--- src/rtl/spike_event_encoder.sv ---
// Spike detector for the Izhikevich neuron: flags large downward jumps in v as spikes,
// timestamps them with their inter-spike interval and queues them in a FWFT FIFO.
module spike_event_encoder #(
    parameter logic signed [15:0] JUMP_TH = 16'sd40,
    parameter int                 REFRAC  = 4,
    parameter int                 TS_W    = 16,
    parameter int                 DEPTH   = 8,
    parameter int                 CNT_W   = 8
) (
    input  logic                     clk,
    input  logic                     reset,
    input  logic                     en,
    input  logic signed [15:0]       v,
    output logic                     spike_pulse,
    output logic                     evt_valid,
    input  logic                     evt_ready,
    output logic [TS_W-1:0]          evt_ts,
    output logic [TS_W-1:0]          evt_isi,
    output logic [$clog2(DEPTH):0]   fifo_count,
    output logic [CNT_W-1:0]         drop_count
);
    localparam int AW = $clog2(DEPTH);
    localparam int RW = $clog2(REFRAC + 2);

    typedef struct packed {
        logic [TS_W-1:0] ts;
        logic [TS_W-1:0] isi;
    } evt_t;

    logic signed [15:0] v_prev;
    logic               prev_ok;
    logic [TS_W-1:0]    ts;
    logic [RW-1:0]      refrac_cnt;
    logic               have_last;
    logic [TS_W-1:0]    last_ts;

    evt_t               mem [DEPTH];
    logic [AW-1:0]      wr_ptr, rd_ptr;

    logic signed [16:0] diff;
    logic               det, full, push, pop;
    evt_t               new_evt;

    // 17-bit difference so the extremes of v cannot overflow
    assign diff = {v_prev[15], v_prev} - {v[15], v};
    assign det  = en & prev_ok & (diff >= $signed({JUMP_TH[15], JUMP_TH})) & (refrac_cnt == '0);

    assign new_evt.ts  = ts;
    assign new_evt.isi = have_last ? ts - last_ts : '1;

    assign evt_valid = (fifo_count != '0);
    assign full      = (fifo_count == (AW+1)'(DEPTH));
    assign pop       = evt_valid & evt_ready;
    // a full FIFO still takes the event when the head leaves on the same edge
    assign push      = det & (~full | pop);

    assign evt_ts  = evt_valid ? mem[rd_ptr].ts  : '0;
    assign evt_isi = evt_valid ? mem[rd_ptr].isi : '0;

    always_ff @(posedge clk or posedge reset) begin
        if (reset) begin
            v_prev      <= '0;
            prev_ok     <= 1'b0;
            ts          <= '0;
            refrac_cnt  <= '0;
            have_last   <= 1'b0;
            last_ts     <= '0;
            spike_pulse <= 1'b0;
            wr_ptr      <= '0;
            rd_ptr      <= '0;
            fifo_count  <= '0;
            drop_count  <= '0;
        end else begin
            spike_pulse <= det;
            if (en) begin
                v_prev  <= v;
                prev_ok <= 1'b1;
                ts      <= ts + 1'b1;
                if (det) begin
                    refrac_cnt <= RW'(REFRAC);
                    last_ts    <= ts;
                    have_last  <= 1'b1;
                end else if (refrac_cnt != '0) begin
                    refrac_cnt <= refrac_cnt - 1'b1;
                end
            end
            if (push) wr_ptr <= wr_ptr + 1'b1;
            if (pop)  rd_ptr <= rd_ptr + 1'b1;
            if (push && !pop)      fifo_count <= fifo_count + 1'b1;
            else if (!push && pop) fifo_count <= fifo_count - 1'b1;
            if (det && !push && drop_count != '1) drop_count <= drop_count + 1'b1;
        end
    end

    always_ff @(posedge clk) begin
        if (push) mem[wr_ptr] <= new_evt;
    end

endmodule

--- config.mk ---
export PLATFORM = sky130hd
export DESIGN_NAME = spike_event_encoder
export DESIGN_NICKNAME = d
export VERILOG_FILES = /design/src/rtl/spike_event_encoder.sv
export SDC_FILE = /design/constraint.sdc
export NUM_CORES = 1
export LEC_CHECK = 0
export BUFFER_PORTS_ARGS = -buffer_cell sky130_fd_sc_hd__buf_2
export CAP_MARGIN = 20
export CELL_PAD_IN_SITES_DETAIL_PLACEMENT = 1
export CELL_PAD_IN_SITES_GLOBAL_PLACEMENT = 2
export CORE_ASPECT_RATIO = 0.8
export CORE_MARGIN = 4
export CORE_UTILIZATION = 46
export CTS_CLUSTER_SIZE = 16
export DETAILED_ROUTE_END_ITERATION = 10
export PLACE_DENSITY = 0.91
export SYNTH_ARGS = -nofsm -noshare
export SYNTH_HDL_FRONTEND = slang
export SYNTH_SLANG_ARGS = --single-unit
--- constraint.sdc ---
create_clock -name clk -period 7.39 [get_ports clk]
set_input_delay 1.8475 -clock clk [delete_from_list [all_inputs] [get_ports clk]]
set_output_delay 1.8475 -clock clk [all_outputs]
set_load 0.02 [all_outputs]
==> reports/results.ini, run 1 <==
[status]
status=completed

[final_layout]
final_nets=1066
fin_area_um2=16580
drive_gt1_share_pct=23.03
antenna_cells=0
area_growth_pct=13.75
fillerInstances=3031

[sta]
drv_slew=0
setup_viol=0
tightest_slew_ps=1022
skew_ps=21.94
holdWs_ps=474.9
timing.final.crit_share_pct=78.45
max_freq_mhz=172.5
fin_tns_setup_ps=0
finalHoldViolations=0
slew_headroom_pct=31.13
fin_crit_ps=5797
rsz0062_at_grt=false

[synthesis]
async_flop_share_pct=21.95
synth_top_cell_by_area=edfxtp_1
synth_top_area_share_pct=52.73
syn_inst=920
synth_nets=983
synth_flop_cell=edfxtp_1
synth_cell_types=66
ys_seq_area_share_pct=65.09
yosys_warnings=0
synth_area_leaders=edfxtp_1 53%, dfrtp_1 12%, mux4_2 9.9%, ha_1 3.4%, mux2i_1 2.2%
syn_area_um2=14580
ys_ff_latch=328
synth_edf_count=256
synth_area_per_cell_um2=15.85

[global_route]
antenna_found_initial=0
grt_max_degree=73
grtUsageTotal_pct=19.69
grt_pass1_wl_um=53920
grt_pass1_vias=9028
grt_overflow=0

[pwr]
leakagePower_nw=6.371
p_sw_mw=2.300
seq_power_share_pct=40.9
power_density_nw_per_um2=403.7
ir_worst_vdd_uv=186.7
swShare_pct=34.35
p_total_mw=6.694
clkPwrFrac_pct=25.6
pwr-share-comb_pct=33.5
p_int_mw=4.395

[critical_path]
critPathCaptureType=register
cpMaxStageDelayCell=ha_1
cp_max_fo=12
arrival_ps=6180
rr_worst_depth=18
cp-start-kind=input pin
required_ps=7770
slowest_delay_ps=530
cpMostUsedCell=inv_1
path_cells=buf_2, inv_1, ha_1, inv_1, a222oi_1, o211ai_1, or3_1, nor4_1, nand4_1, o2111ai_4, nand2b_1, inv_1, ha_1, inv_1, ha_1, a21o_1, a21oi_1, xnor2_1, nor2_1, xor2_1
path_class=in -> reg

[floorplan]
start_util_pct=46.50
core_area_um2=31350
die_y_um=167.2
fp-row-count=58
boundaryPins=66
dieArea_um2=34620
die_w_um=207.0

[flow_run]
maxCapViolCount=0

[cts]
clk_pin_slew_ps=50
hold_buffers=0
cts_sinks=328
cts_max_path_buffers=3
clock_latency_ps=510
cts_setup_buffers=0
cts_max_level=2
cts-root-buf=clkbuf_16
cts_resized=0
cts_tree=done
cts_buffers=35

[routing]
wl_per_cell_um=23.32
num_vias=8268
routed_via_density=5.706
dr.pass1.iters=5
drtAntennaViolNets=0
drt_iter0_markers=545
wl_um=33790
drc=0

[hold_path]
worstHoldPathCells=1
hold_class=reg -> reg

[place]
dp_hpwl_um=20500
portBuffers=65
gp_congestion=0.8157
placed_area_um2=15440

-- worst paths after layout --
check | startpoint | slack, ps | to
setup / recovery | v[12] | 1590 | fifo_count[3]
hold / removal | prev_ok | 470 | prev_ok
setup reg to reg | v_prev[12] | 2680 | fifo_count[3]
hold reg to reg | prev_ok | 470 | prev_ok
max in group asynchronous | reset | 5430 | rd_ptr[0]
min in group asynchronous | reset | 1320 | drop_count[0]
-- power groups by stage --
stage / Sequential, mW / Clock (mW) / Combinational (mW)
floorplan: 2.62 / 0 / 1.64
global placement: 2.76 / 0 / 2.14
detailed placement: 2.78 / 0 / 2.25
CTS: 2.74 / 1.75 / 2.26
global route: 2.78 / 1.84 / 2.46
finish: 2.74 / 1.71 / 2.24
-- worst max-delay path, delay by kind of cell --
kind | cells | cell delay (ps)
and+or+nand+nor | 5 | 1360
AOI/OAI and AO/OA | 5 | 1160
adders and majority gates | 3 | 1030
buffers and inverters | 5 | 460
xor gates and xnor gates | 2 | 300
-- Yosys cell counts (3+ instances only) --
library cell  number
a211oi_1           4
mux2_1            12
buf_1             12
xnor2_1           20
and3_1             7
xor2_1            24
o21a_1             6
a31oi_1            4
mux2i_1           32
nand2_1           43
mux4_2            64
nand3b_1           3
nor4b_1            3
edfxtp_1         256
nor3b_1            3
dfrtp_1           72
nor4_1             5
o21ai_0           23
ha_1              40
a21o_1             8
mux2_2            20
nor2_1            53
fa_1               3
a21oi_1           15
buf_6              4
nand3_1           19
buf_2              5
inv_1             56
nor3_1            22
nand4_1            5
nand2b_1          11
nor2b_1            6
clkbuf_1          13
-- flip-flops by register name (all words and copies together) (netlist names), 4 cells and up --
name and count:
drop_count 8, fifo_count 4, last_ts 16, mem 256, ts 16, v_prev 16
-- kinds of logic (layout without fill, tap and decap cells) --
kind of cell	count (synthesis)	count (layout)	share of synthesized area (%)
buf+inv	90	199	2.566
simple gates	192	192	6.489
mux	129	129	14.66
compound gates	94	94	4.703
flops	328	328	65.09
xor+xnor	44	44	2.644
fa+ha+maj	43	43	3.845
-- area by class of cell --
cell class	instances	area, um2	share of cell area (%)
inverters	56	211.5	1.275
clock inverters	10	118.9	0.7168
flip-flops and latches	328	9495	57.26
clock buffers	53	996.0	6.006
well taps	420	525.5	3.169
multi-input cells	502	4777	28.81
repair buffers	80	457.9	2.762
-- through the flow --
step | setup slack, ps | utilization (%) | instances
after CTS | 1628 | 52.81 | 1448
after floorplan | -388.4 | - | 920
after global placement | 1369 | 49.25 | 1385
after global routing | 1141 | 52.89 | 1449
final | 1593 | 52.89 | 1449
after detailed placement | 1137 | 49.25 | 1385
-- per-layer routing --
| layer | vias up | part of all wire [%] | GRT usage [%] |
|---|---|---|---|
| met1 | 4359 | 46 | 28.63 |
| met3 | 35 | 4.4 | 2.922 |
| met5 | - | 0 | 0 |
| met2 | 194 | 48 | 32.19 |
| met4 | 0 | 1.2 | 4.109 |
| li1 | 3680 | - | - |
-- layout by cell type, fill, tap and decap left out, types with 7 or more instances in the layout --
cell       count
o21ai_0       23
clkbuf_16     37
mux2_2        20
clkbuf_1      15
nor2_1        53
buf_2         65
inv_1         55
nand3_1       19
edfxtp_1     256
a21oi_1       15
ha_1          40
dfrtp_1       69
nand2_1       43
mux2i_1       32
xnor2_1       20
mux4_2        64
nand2b_1      11
mux2_1        12
buf_4         14
xor2_1        24
a21o_1         8
and3_1         7
nor3_1        18
(Power assumes the default switching activity.)
==> inputs of run 2 (changes only) <==
- ABC_AREA: default -> 1
- CORE_UTILIZATION: 46 -> 41
- clock period: 7.39 -> 5.4 ns (I/O delays scaled with it)
==> run 2 against run 1 <==
- combinational power up 70%
- total power grew 49%
- utilization is 5.2 points lower
- clock power grew 48%
- sequential cell count stayed put
- hold slack barely moved
- setup slack lost 630 ps
- area after synthesis up 3.3%
- register-to-register slack worse by 1100 ps
- sequential share of layout area down 2.1 points
- critical path type is now reg -> out
- critical endpoint is now evt_ts[13]
- largest power group is now combinational cells
- highest routed layer unchanged
==> reports/results.ini, run 2 <==
[status]
status=completed  ; unchanged

[flow_run]
maxCapViolCount=0  ; unchanged

[synthesis]
synth_top_family_by_area=simple AND/OR/NAND/NOR gates  ; was multiplexers
synth_edf_count=256  ; unchanged
ys_seq_area_share_pct=63.04  ; was 65.09%
yosys_warnings=0  ; unchanged
synth.most_common_cell=edfxtp_1  ; unchanged
syn_inst=1445  ; was 920
synthSimpleGateAreaFrac_pct=14.94  ; was 6.489%
ys_ff_latch=328  ; unchanged
synth_flop_cell=edfxtp_1  ; unchanged
synth_nets=1508  ; was 983
synthAdderAreaFrac_pct=3.724  ; was 3.845%
syn_area_um2=15050  ; was 14580 um2
synth_area_leaders=edfxtp_1 51%, dfrtp_1 12%, o21ai_0 6.6%, nor2_1 5.8%, nand2_1 4.9%  ; was edfxtp_1 53%, dfrtp_1 12%, mux4_2 9.9%, ha_1 3.4%, mux2i_1 2.2%
synth_common_cells=256 x edfxtp_1, 231 x nor2_1, 200 x o21ai_0, 197 x nand2_1, 132 x inv_1  ; was 256 x edfxtp_1, 72 x dfrtp_1, 64 x mux4_2, 56 x inv_1, 53 x nor2_1
muxShareOfSynthArea_pct=0.07481  ; was 14.66%
synth_top_area_share_pct=51.07  ; was 52.73%
synth_area_per_cell_um2=10.42  ; was 15.85 um2
synth_compound_area_share_pct=11.47  ; was 4.703%
synth_xor_area_share_pct=1.687  ; was 2.644%
synth_top_cell_by_area=edfxtp_1  ; unchanged
synth_cell_types=47  ; was 66
async_flop_share_pct=21.95  ; unchanged

[routing]
wl_um=39860  ; was 33790 um
wl_per_cell_um=19.78  ; was 23.32 um
dr.pass1.iters=5  ; unchanged
routed_via_density=5.363  ; was 5.706
drc=0  ; unchanged
drtAntennaViolNets=0  ; unchanged
num_vias=10807  ; was 8268
drt_iter0_markers=712  ; was 545

[sta]
drv_slew=0  ; unchanged
tightest_slew_ps=1171  ; was 1022 ps
slew_headroom_pct=21.13  ; was 31.13%
skew_ps=13.88  ; was 21.94 ps
fin_ws_ps=964.8  ; was 1593 ps
fin_tns_setup_ps=0  ; unchanged
max_freq_mhz=225.5
finalHoldViolations=0  ; unchanged
rsz0062_at_grt=false  ; unchanged
timing.final.crit_share_pct=82.13
fin_crit_ps=4435
setup_viol=0  ; unchanged

[hold_path]
hold_class=reg -> reg  ; unchanged

[final_layout]
final_common_cell=edfxtp_1  ; unchanged
final_nets=1571  ; was 1066
largest_reg_flops=256  ; unchanged
drive_gt1_share_pct=12.57  ; was 23.03%
area_growth_pct=14.32  ; was 13.75%
regMostFlops=mem  ; unchanged
antenna_cells=0  ; unchanged
fin_area_um2=17210  ; was 16580 um2
finish.utilization_pct=47.71  ; was 52.89%
layout_common_cells=256 x edfxtp_1, 223 x nor2_1, 200 x o21ai_0  ; was 256 x edfxtp_1, 69 x dfrtp_1, 65 x buf_2

[global_route]
antenna_found_initial=0  ; unchanged
grt_max_degree=131  ; was 73
grt_pass1_wl_um=63340  ; was 53920 um
grt_overflow=0  ; unchanged
grtUsageTotal_pct=20.05  ; was 19.69%
grt_pass1_vias=11446  ; was 9028

[critical_path]
path_cells=or3_1, nor2_1, clkinv_1, buf_4, o21ai_0, a31oi_1, buf_2  ; was buf_2, inv_1, ha_1, inv_1, a222oi_1, o211ai_1, or3_1, nor4_1, nand4_1, o2111ai_4, nand2b_1, inv_1, ha_1, inv_1, ha_1, a21o_1, a21oi_1, xnor2_1, nor2_1, xor2_1
crit_family=buffers and inverters  ; was simple AND/OR/NAND/NOR gates
cp_max_fo=20  ; was 12
path_class=reg -> out  ; was in -> reg
cp-start-kind=register  ; was input pin
arrival_ps=3090  ; was 6180 ps
critPathCaptureType=primary output  ; was register
critical_path_buf_inv_count=3  ; was 5
cpMaxStageDelayCell=clkinv_1  ; was ha_1
required_ps=4050  ; was 7770 ps
slowest_delay_ps=550  ; was 530 ps

[place]
placed_area_um2=15980  ; was 15440 um2
place_ws_ps=503.8  ; was 1137 ps
portBuffers=65  ; unchanged
dp_hpwl_um=24390  ; was 20500 um
gp_congestion=0.8245  ; was 0.8157

[pwr]
leakagePower_nw=6.780  ; was 6.371 nW
power_density_nw_per_um2=579.5  ; was 403.7 nW/um2
ir_worst_vdd_uv=324.8  ; was 186.7 uV
p_total_mw=9.973  ; was 6.694 mW

[cts]
cts_sinks=328  ; unchanged
cts_resized=0  ; unchanged
cts_setup_buffers=0  ; unchanged
cts_buffers=36  ; was 35
cts_max_path_buffers=3  ; unchanged
clk_pin_slew_ps=60  ; was 50 ps
hold_buffers=0  ; unchanged
clock_latency_ps=520  ; was 510 ps
cts_max_level=2  ; unchanged
cts_tree=done  ; unchanged
cts-root-buf=clkbuf_16  ; unchanged

[floorplan]
core_area_um2=36070  ; was 31350 um2
die_y_um=179.4  ; was 167.2 um
die_w_um=222.2  ; was 207.0 um
fp-row-count=62  ; was 58
dieArea_um2=39860  ; was 34620 um2
start_util_pct=41.73  ; was 46.50%
boundaryPins=66  ; unchanged

run 2: cell types whose count changed in the layout (fill, tap and decap cells not counted), sizes merged, moves of 14 or more:
| cell | delta |
|---|---|
| o22ai | +33 |
| nor3 | -15 |
| a31oi | +29 |
| nand2 | +164 |
| mux2 | -32 |
| nand3 | +29 |
| inv | +76 |
| nor2 | +185 |
| o21ai | +192 |
| xnor2 | -14 |
| mux2i | -32 |
| mux4 | -64 |
run 2: area by class of cell:
cell class | instances | area (um2)
repair buffers | 86 | 520.5
inverters | 134 | 508.0
multi-input cells | 922 | 4862
fillers | 3959 | 18860
well taps | 480 | 600.6
flip-flops and latches | 328 | 9494
clock buffers | 42 | 975.9
clock inverters | 23 | 247.7
run 2: per-layer routing:
metal	part of all wire (%)	track usage (%)	vias up	wire length [um]
met3	4.9	3.306	52	1970
met2	47	33.38	242	18830
met1	46	28.13	5418	18470
li1	-	-	5095	-
met5	0	0	-	0
met4	1.5	4.469	0	581
run 2: path summary, 6_finish.rpt:
check / start / end / slack [ps] / depth (start not counted)
min in group asynchronous: reset / v_prev[11] / 890 / 2
max in group asynchronous: reset / refrac_cnt[0] / 3500 / 3
worst max register to register: v_prev[0] / fifo_count[3] / 1600 / 26
worst max-delay path: fifo_count[0] / evt_ts[13] / 960 / 7
worst min-delay path: prev_ok / prev_ok / 470 / 1
worst min register to register: prev_ok / prev_ok / 470 / 1
run 2: kinds of logic after synthesis:
group / after synthesis
flip-flops: 328
XOR/XNOR: 29
multiplexers: 1
AO/OA/AOI/OAI: 318
AND/OR/NAND/NOR: 531
buffers and inverters: 195
adder cells (fa/ha/maj): 43
run 2: power breakdown:
group / total, mW / internal (mW) / switching [mW] / leakage, nW
Clock: 2.53 / 1.53 / 0.991 / 0.591
Combinational: 3.81 / 1.11 / 2.70 / 3.11
Sequential: 3.64 / 3.42 / 0.222 / 3.08
Total: 9.97 / 6.06 / 3.91 / 6.78
run 2: metrics by stage:
step | cells | hold WS, ps
global placement | 1949 | 460.3
global route | 2015 | 493.6
CTS | 2014 | 475.7
detailed placement | 1949 | 458.6
finish | 2015 | 474.8
floorplan | 1445 | 437.5
